## src/rtl/onets_pkg.sv

```systemverilog
// onets_pkg: shared PHY reset FSM encoding and interrupt counter limit
package onets_pkg;
  typedef enum logic [1:0] {ASSERT = 2'd0, SETTLE = 2'd1, READY = 2'd2} phy_rst_state_t;
  localparam logic [7:0] PHY_IRQ_CNT_MAX = 8'd255;
endpackage

```

## src/rtl/sync_2ff.sv

```systemverilog
// sync_2ff: generic two-flop synchroniser with a configurable reset value
module sync_2ff #(
  parameter logic RST_VAL = 1'b1
) (
  input  logic clk,
  input  logic rstn,
  input  logic d_i,
  output logic q_o
);
  logic [1:0] s_q;
  always_ff @(posedge clk or negedge rstn)
    if (!rstn) s_q <= {2{RST_VAL}};
    else s_q <= {s_q[0], d_i};
  assign q_o = s_q[1];
endmodule

```

## src/rtl/phy_rst_seq.sv

```systemverilog
// phy_rst_seq: timed PHY reset/ready sequencer plus PHY interrupt conditioner
// Interrupt path is built only when PHY_RST_IRQ_EN is defined.
module phy_rst_seq
  import onets_pkg::*;
#(
  parameter int RST_CYCLES    = 1_250_000,
  parameter int SETTLE_CYCLES = 625_000,
  parameter int CNT_W         = 21
) (
  input  logic       clk,
  input  logic       rstn,
  input  logic       sw_rst_req,
  input  logic       phy_int_n,
  input  logic       irq_ack,
  output logic       phy_rstn,
  output logic       phy_ready,
  output logic       irq_pend,
  output logic [7:0] irq_cnt
);
  localparam logic [CNT_W-1:0] RST_LD = CNT_W'(RST_CYCLES - 1);
  localparam logic [CNT_W-1:0] SET_LD = CNT_W'(SETTLE_CYCLES - 1);
  phy_rst_state_t   state_q;
  logic [CNT_W-1:0] cnt_q;
  logic             phy_rstn_q, phy_ready_q;
  // outputs follow the state one cycle later, except a software request drops them at once
  always_ff @(posedge clk or negedge rstn)
    if (!rstn) begin
      state_q     <= ASSERT;
      cnt_q       <= RST_LD;
      phy_rstn_q  <= 1'b0;
      phy_ready_q <= 1'b0;
    end else begin
      phy_rstn_q  <= !sw_rst_req && state_q != ASSERT;
      phy_ready_q <= !sw_rst_req && state_q == READY;
      if (sw_rst_req) begin
        state_q <= ASSERT;
        cnt_q   <= RST_LD;
      end else
        case (state_q)
          ASSERT:
            if (cnt_q == '0) begin
              state_q <= SETTLE;
              cnt_q   <= SET_LD;
            end else cnt_q <= cnt_q - 1'b1;
          SETTLE:
            if (cnt_q == '0) state_q <= READY;
            else cnt_q <= cnt_q - 1'b1;
          default: state_q <= READY;
        endcase
    end
  assign phy_rstn  = phy_rstn_q;
  assign phy_ready = phy_ready_q;
`ifdef PHY_RST_IRQ_EN
  logic       int_s, int_q, ev;
  logic       irq_pend_q;
  logic [7:0] irq_cnt_q;
  sync_2ff #(.RST_VAL(1'b1)) u_sync (.clk(clk), .rstn(rstn), .d_i(phy_int_n), .q_o(int_s));
  assign ev = int_q && !int_s && state_q == READY && !sw_rst_req;
  // an event beats a coincident ack so no interrupt is lost
  always_ff @(posedge clk or negedge rstn)
    if (!rstn) begin
      int_q      <= 1'b1;
      irq_pend_q <= 1'b0;
      irq_cnt_q  <= 8'd0;
    end else begin
      int_q <= int_s;
      if (sw_rst_req) begin
        irq_pend_q <= 1'b0;
        irq_cnt_q  <= 8'd0;
      end else if (ev) begin
        irq_pend_q <= 1'b1;
        irq_cnt_q  <= irq_ack ? 8'd1 : (irq_cnt_q == PHY_IRQ_CNT_MAX ? irq_cnt_q : irq_cnt_q + 8'd1);
      end else if (irq_ack) begin
        irq_pend_q <= 1'b0;
        irq_cnt_q  <= 8'd0;
      end
    end
  assign irq_pend = irq_pend_q;
  assign irq_cnt  = irq_cnt_q;
`else
  logic unused_irq;
  assign unused_irq = phy_int_n ^ irq_ack;
  assign irq_pend   = 1'b0;
  assign irq_cnt    = 8'd0;
`endif
endmodule

```

## config.mk

```make
export PLATFORM = sky130hd
export DESIGN_NAME = phy_rst_seq
export DESIGN_NICKNAME = d
export VERILOG_FILES = /design/src/rtl/onets_pkg.sv /design/src/rtl/sync_2ff.sv /design/src/rtl/phy_rst_seq.sv
export SDC_FILE = /design/constraint.sdc
export NUM_CORES = 1
export LEC_CHECK = 0
export CORE_MARGIN = 2
export CORE_UTILIZATION = 47
export CTS_CLUSTER_SIZE = 30
export DETAILED_ROUTE_END_ITERATION = 6
export PLACE_DENSITY = 0.68
export SLEW_MARGIN = 40
export SYNTH_ARGS = -nofsm -noshare
export SYNTH_HDL_FRONTEND = slang
export SYNTH_HIERARCHICAL = 1
export SYNTH_SLANG_ARGS = --single-unit
```

## constraint.sdc

```tcl
create_clock -name clk -period 2.2 [get_ports clk]
set_input_delay 0.22 -clock clk [delete_from_list [all_inputs] [get_ports clk]]
set_output_delay 0.22 -clock clk [all_outputs]
set_load 0.02 [all_outputs]
```

==> impl_metrics.tcl, run 1 <==
set metrics [dict create \
    status "finished clean" \
    finalSetupViolations 0 \
    antenna_left 0 \
    cts-root-buf "clkbuf_4" \
    cts_buffers 3 \
    drt_iter0_drc 92 \
    synth_warnings 6 \
    wirelength_um 3740 \
    synth_cell_types 47 \
    dr.pass1.iters 5 \
    final_layout_size_suffix_gt1_share_pct 31.1 \
    fp.dieW_um 62.7 \
    synth-edff-count 0 \
    rr_worst_depth 9 \
    io_pins 16 \
    slew_viol_final 0 \
    area_delta_synth_final_pct 15.5 \
    cp_data_required_time_ns 2.47 \
    clkTransAtPathRegs_ns 0.14 \
    start_util_pct 48.9 \
    switching_share_pct 25.5 \
    worstHoldPathType "in -> async" \
    ys_seq_area_share_pct 39.5 \
    drv_cap 0 \
    wl_per_cell_um 15.4 \
    timing.fmax_mhz 463 \
    dieArea_um2 3930 \
    m1WireLength_um 1710 \
    grt_max_degree 26 \
    fp.coreArea_um2 3310 \
    clock_path_buffers 2 \
    grt_usage_pct 19.7 \
    top_layer_used "met4" \
    cts_hold_buf 0 \
    cts_tree "built" \
    antenna_found_initial 0 \
    drc 0 \
    ys_ff_latch 25 \
    routed-wl-met2_um 1820 \
    end_kind "flip-flop" \
    grt_pass1_wl_um 6160 \
    ir_drop_uv 309 \
    period_share_pct 98.1 \
    syn_area_um2 1620 \
    vias 1409 \
    met3_wirelength_um 167 \
    yosys_most_used_dff "dfrtp_1" \
    diodes 0 \
    nFillCells 297 \
    crit_path_start_kind "flip-flop" \
    worst_pin_slew_ns 0.575 \
    dp_hpwl_um 2690 \
    h-tree-depth 1 \
    leakage_nw 0.715 \
    gp_congestion 0.845 \
    async_reset_ff_share_pct 100 \
    crit_type "reg -> reg" \
    crit_fanout 5 \
    grt_pass1_vias 1269 \
    portBuffers 4 \
    finalCriticalPeriod_ns 2.16 \
    arrival_ns 2.43 \
    grt-ovfl-total 0 \
    die_h_um 62.7 \
    finalHoldViolations 0 \
    rows 21 \
    p_comb_share_pct 8.3 \
    pwr_density_cell_nw_per_um2 399 \
    nNetsFinal 204 \
    layout_common_cells "nor2_1 (20), buf_4 (20), dfrtp_1 (14)" \
    postSynthCellCount 174 \
    clkPwrFrac_pct 28.0 \
    clock_skew_ns 0.00789 \
    p_seq_share_pct 63.7 \
    avgViaCountPerCell 5.82 \
    p_int_w 0.000556 \
    holdWs_ns 0.232 \
    max-slew-margin-rel_pct 61.3 \
    p_sw_w 0.000190 \
    syn_avg_cell_area_um2 9.30 \
    tns_ns 0 \
    fin_util_pct 56.4 \
    cts_sinks 25 \
    clock_latency_ns 0.32 \
]
-- cell type report --
class	count	area, um2	share of cell area, %
tap	46	57.6	3.08
inverter	6	22.5	1.21
clock inverter	1	5.00	0.268
clock buffer	3	22.5	1.21
timing repair buffer	25	201	10.8
multi-input combinational	136	920	49.2
sequential	25	639	34.2
-- synth_stat cells, types with 3 or more instances --
library cell  number  area [um2]
nand3_1            4        20.0
inv_1              5        18.8
buf_4              9        67.6
nor2_1            20        75.1
a211o_1            3        26.3
nand2b_1           4        25.0
clkbuf_1           5        18.8
nor3_2             3        30.0
nor4_1             3        18.8
nor3_1             8        40.0
a21oi_1            9        45.0
nand2_1            9        33.8
dfstp_2           11         289
a31oi_1            5        31.3
dfrtp_1           14         350
or3_4              3        33.8
o21ai_0            7        35.0
mux2i_1            4        40.0
xnor2_1            3        26.3
a211oi_1           5        37.5
or4_1              5        37.5
-- through the flow --
stage / power, W / std cells / instance area (um2) / worst slack [ns]
2_1_floorplan: 0.000529 / 182 / 1650 / 0.183
3_3_place_gp: 0.000540 / 230 / 1740 / 0.129
3_5_place_dp: 0.000541 / 230 / 1740 / 0.0824
4_1_cts: 0.000748 / 234 / 1770 / 0.0460
5_1_grt: 0.000779 / 242 / 1870 / -0.0668
6_report: 0.000746 / 242 / 1870 / 0.0424
-- registers in the layout, summed over array words and instances (netlist names) --
register / cells
cnt_q: 21
state_q: 2
phy_ready: 1
phy_rstn: 1
-- layer usage --
layer	global-route usage [%]	vias to the layer above
li1	-	675
met1	27.8	699
met2	32.3	31
met3	2.34	4
met4	5.28	0
met5	0	-
-- path summary, 6_finish.rpt --
check / start / to / slack, ns
max in group asynchronous: rstn / cnt_q[20]$_DFFE_PN1P_ / 1.67
min: rstn / phy_rstn$_DFF_PN0_ / 0.23
min in group clk: cnt_q[17]$_DFFE_PN1P_ / cnt_q[17]$_DFFE_PN1P_ / 0.48
max reg2reg: cnt_q[0]$_DFFE_PN1P_ / cnt_q[3]$_DFFE_PN1P_ / 0.04
min reg2reg: cnt_q[17]$_DFFE_PN1P_ / cnt_q[17]$_DFFE_PN1P_ / 0.48
max: cnt_q[0]$_DFFE_PN1P_ / cnt_q[3]$_DFFE_PN1P_ / 0.04
-- what timing repair did --
action                     CTS  global route
gates resized for setup      0            12
buffers inserted             0             8
setup endpoints to repair    0             8
hold endpoints to repair     0             0
-- worst max-delay path, stage by stage (launching register included) --
cell and delay [ns]:
dfstp_2 0.41, inv_2 0.06, ha_1 0.13, or3b_4 0.39
nor4_4 0.33, buf_4 0.20, and2_4 0.15, buf_6 0.13
a21oi_1 0.05, a211o_1 0.27
-- power by group through the flow --
| stage | logic (W) | registers (W) | clock network [W] |
|---|---|---|---|
| final | 0.0000621 | 0.000475 | 0.000209 |
| after global routing | 0.0000692 | 0.000476 | 0.000235 |
| after CTS | 0.0000594 | 0.000474 | 0.000215 |
| after detailed placement | 0.0000594 | 0.000482 | 0 |
| after global placement | 0.0000582 | 0.000481 | 0 |
| after floorplan | 0.0000486 | 0.000480 | 0 |
-- kinds of logic (layout without fill, tap and decap cells) --
kind of cell / after synthesis / in the layout / share of synthesized area (%)
simple gates: 75 / 75 / 27.7
mux: 4 / 4 / 2.47
compound gates: 43 / 43 / 19.3
other cells: 1 / 9 / 0.232
fa+ha+maj: 2 / 2 / 1.55
xor+xnor: 3 / 3 / 1.62
buf+inv: 21 / 35 / 7.66
flops: 25 / 25 / 39.5
Power figures use the tool's default switching activity.
==> inputs of run 2 (changes only) <==
--- a/config.mk
+++ b/config.mk
@@ -5,12 +5,14 @@
 export SDC_FILE = /design/constraint.sdc
 export NUM_CORES = 1
 export LEC_CHECK = 0
+export ABC_AREA = 1
 export CORE_MARGIN = 2
 export CORE_UTILIZATION = 47
 export CTS_CLUSTER_SIZE = 30
 export DETAILED_ROUTE_END_ITERATION = 6
-export PLACE_DENSITY = 0.68
-export SLEW_MARGIN = 40
+export PLACE_DENSITY = 0.67
+export SETUP_SLACK_MARGIN = 0.02
+export SLEW_MARGIN = 5
 export SYNTH_ARGS = -nofsm -noshare
 export SYNTH_HDL_FRONTEND = slang
 export SYNTH_HIERARCHICAL = 1
==> impl_metrics.tcl, run 2 <==
set metrics [dict create \
    crit_fanout 13 \
    grt_pass1_vias 1392 \
    cts-root-buf "clkbuf_8" \
    period_share_pct 84.5 \
    final_cells 317 \
    drc 0 \
    syn_area_um2 1810 \
    p_sw_w 0.000251 \
    grt_pass1_wl_um 6500 \
    regArea_um2 639 \
    async_reset_ff_share_pct 100 \
    worstHoldPathType "in -> async" \
    crit_type "reg -> reg" \
    grt-ovfl-total 0 \
    diodes 0 \
    clkTransAtPathRegs_ns 0.09 \
    antenna_found_initial 0 \
    cts_tree "built" \
    synth_warnings 6 \
    dieArea_um2 4360 \
    finalSetupViolations 0 \
    path_buf_inv 2 \
    cts_buffers 3 \
    die_h_um 66 \
    largestRegisters "cnt_q: 21 flops, state_q: 2 flops" \
    yosys_most_used_dff "dfrtp_1" \
    cp_cell_sequence "inv_1, ha_1, nand3_1, nor2_2, nand3_1, nand2_1, nand2_2, buf_4, nor2_1, a21oi_1" \
    drt_iter0_drc 118 \
    rsz0062_at_grt "no" \
    p_comb_share_pct 13.4 \
    cp_top_family "simple AND/OR/NAND/NOR gates" \
    ys_ff_latch 25 \
    nNetsFinal 277 \
    synth_most_common_cell "nand2_1" \
    crit_path_start_kind "flip-flop" \
    portBuffers 4 \
    dp_hpwl_um 2860 \
    start_util_pct 49.0 \
    slowest_delay_ns 0.52 \
    vias 1532 \
    cts_setup_buffers 0 \
    p_seq_share_pct 56.7 \
    slowest_stage "dfstp_2" \
    leakage_nw 0.969 \
    startpoint "cnt_q[0]$_DFFE_PN1P_" \
    clkPwrFrac_pct 29.9 \
    multiInputGateArea_um2 945 \
    wirelength_um 3650 \
    clock_path_buffers 2 \
    arrival_ns 2.06 \
    synth_largest_area_cell "dfrtp_1" \
    area_delta_synth_final_pct 5.54 \
    nFillCells 377 \
    synth-edff-count 0 \
    pwr_density_cell_nw_per_um2 481 \
    synth_cell_types 27 \
    switching_share_pct 27.3 \
    h-tree-depth 1 \
    postSynthCellCount 262 \
    io_pins 16 \
    final_layout_size_suffix_gt1_share_pct 15.6 \
    ys_seq_area_share_pct 35.4 \
    grt_max_degree 26 \
    r2r-start "cnt_q[0]$_DFFE_PN1P_" \
    largest_reg_flops 21 \
    status "finished clean" \
    finalHoldViolations 0 \
    cts_resized 0 \
    yosysTopAreaCellShare_pct 19.4 \
    syn_avg_cell_area_um2 6.90 \
    cts_hold_buf 0 \
    top_register "cnt_q" \
    fp.dieW_um 66 \
    layout_common_cells "nand2_1 (60), nor2_1 (43), inv_1 (36)" \
    drv_cap 0 \
    p_int_w 0.000666 \
    holdWs_ns 0.308 \
    cp_data_required_time_ns 2.40 \
    gp_congestion 0.877 \
    cts_sinks 25 \
    antenna_left 0 \
    wl_per_cell_um 11.5 \
    crit_top_cell "nand3_1" \
    grt_usage_pct 19.4 \
    place_inst 313 \
    fp.coreArea_um2 3690 \
    ir_drop_uv 347 \
    finalCriticalPeriod_ns 1.86 \
    slew_viol_final 0 \
    synth_commonest_cells "nand2_1 (60), nor2_1 (43), inv_1 (36)" \
    tns_ns 0 \
    rows 22 \
    end_kind "flip-flop" \
    yosys-top-cells-area "dfrtp_1 (19%), dfstp_2 (16%), nand2_1 (12%), nor2_1 (8.9%), nand3_1 (8.0%)" \
    timing.fmax_mhz 538 \
    avgViaCountPerCell 4.83 \
    clock_skew_ns 0.00422 \
    clock_latency_ns 0.27 \
    dr.pass1.iters 4 \
    layout_commonest_cell "nand2_1" \
]
==> run 2: changes by cell type in the layout (fill, tap and decap cells not counted), sizes merged, moves of 5 or more <==
cell,previous run,this run
inv,5,39
or4,5,0
nand4,2,7
nor3,11,0
nor2,21,55
or3,7,0
nand3,4,29
nand2,9,66
buf,21,4
a31oi,6,0
o21ai,7,12
==> run 2: final timing paths <==
| check | to | slack, ns | cells past startpoint |
|---|---|---|---|
| setup / recovery | cnt_q[7]$_DFFE_PN1P_ | 0.34 | 10 |
| hold / removal | cnt_q[8]$_DFFE_PN0P_ | 0.31 | 2 |
| setup reg to reg | cnt_q[7]$_DFFE_PN1P_ | 0.34 | 10 |
| hold reg to reg | phy_ready$_DFF_PN0_ | 0.48 | 1 |
| max in group asynchronous | cnt_q[16]$_DFFE_PN1P_ | 1.60 | 2 |
| min in group clk | phy_ready$_DFF_PN0_ | 0.48 | 1 |
==> run 2: per-stage QoR <==
| step | cell area, um2 | utilization, % | total power [W] | setup slack (ns) |
|---|---|---|---|---|
| 2_1_floorplan | 1840 | - | 0.000630 | 0.702 |
| 3_3_place_gp | 1860 | 50.4 | 0.000650 | 0.399 |
| 3_5_place_dp | 1860 | 50.4 | 0.000652 | 0.347 |
| 4_1_cts | 1910 | 51.7 | 0.000933 | 0.327 |
| 5_1_grt | 1910 | 51.7 | 0.000971 | 0.129 |
| 6_report | 1910 | 51.7 | 0.000917 | 0.340 |
==> run 2: power groups by stage <==
| stage | combinational (W) | sequential, W | clock (W) |
|---|---|---|---|
| finish | 0.000123 | 0.000520 | 0.000274 |
| global route | 0.000146 | 0.000522 | 0.000303 |
| CTS | 0.000124 | 0.000520 | 0.000289 |
| detailed placement | 0.000123 | 0.000528 | 0 |
| global placement | 0.000122 | 0.000528 | 0 |
| floorplan | 0.000106 | 0.000524 | 0 |
==> run 2: cell families after synthesis <==
family / after synthesis / synth area share (%)
buf+inv: 52 / 14.0
fa+ha+maj: 2 / 1.38
simple gates: 158 / 41.4
compound gates: 22 / 6.65
flops: 25 / 35.4
xor+xnor: 2 / 0.970
other cells: 1 / 0.208
==> run 2: per-layer routing <==
| metal | global-route usage [%] | up-vias | wire, um |
|---|---|---|---|
| met3 | 4.09 | 2 | 137 |
| met4 | 3.06 | 0 | 19 |
| met2 | 31.2 | 21 | 1700 |
| met5 | 0 | - | 0 |
| met1 | 27.5 | 694 | 1790 |
| li1 | - | 815 | - |
==> run 2: area by class of cell <==
type | instances | share of cell area (%)
Multi-Input combinational cell | 193 | 49.5
Sequential cell | 25 | 33.5
Inverter | 39 | 7.68
Timing Repair Buffer | 8 | 3.67
Tap cell | 48 | 3.15
Clock buffer | 3 | 2.17
Clock inverter | 1 | 0.262
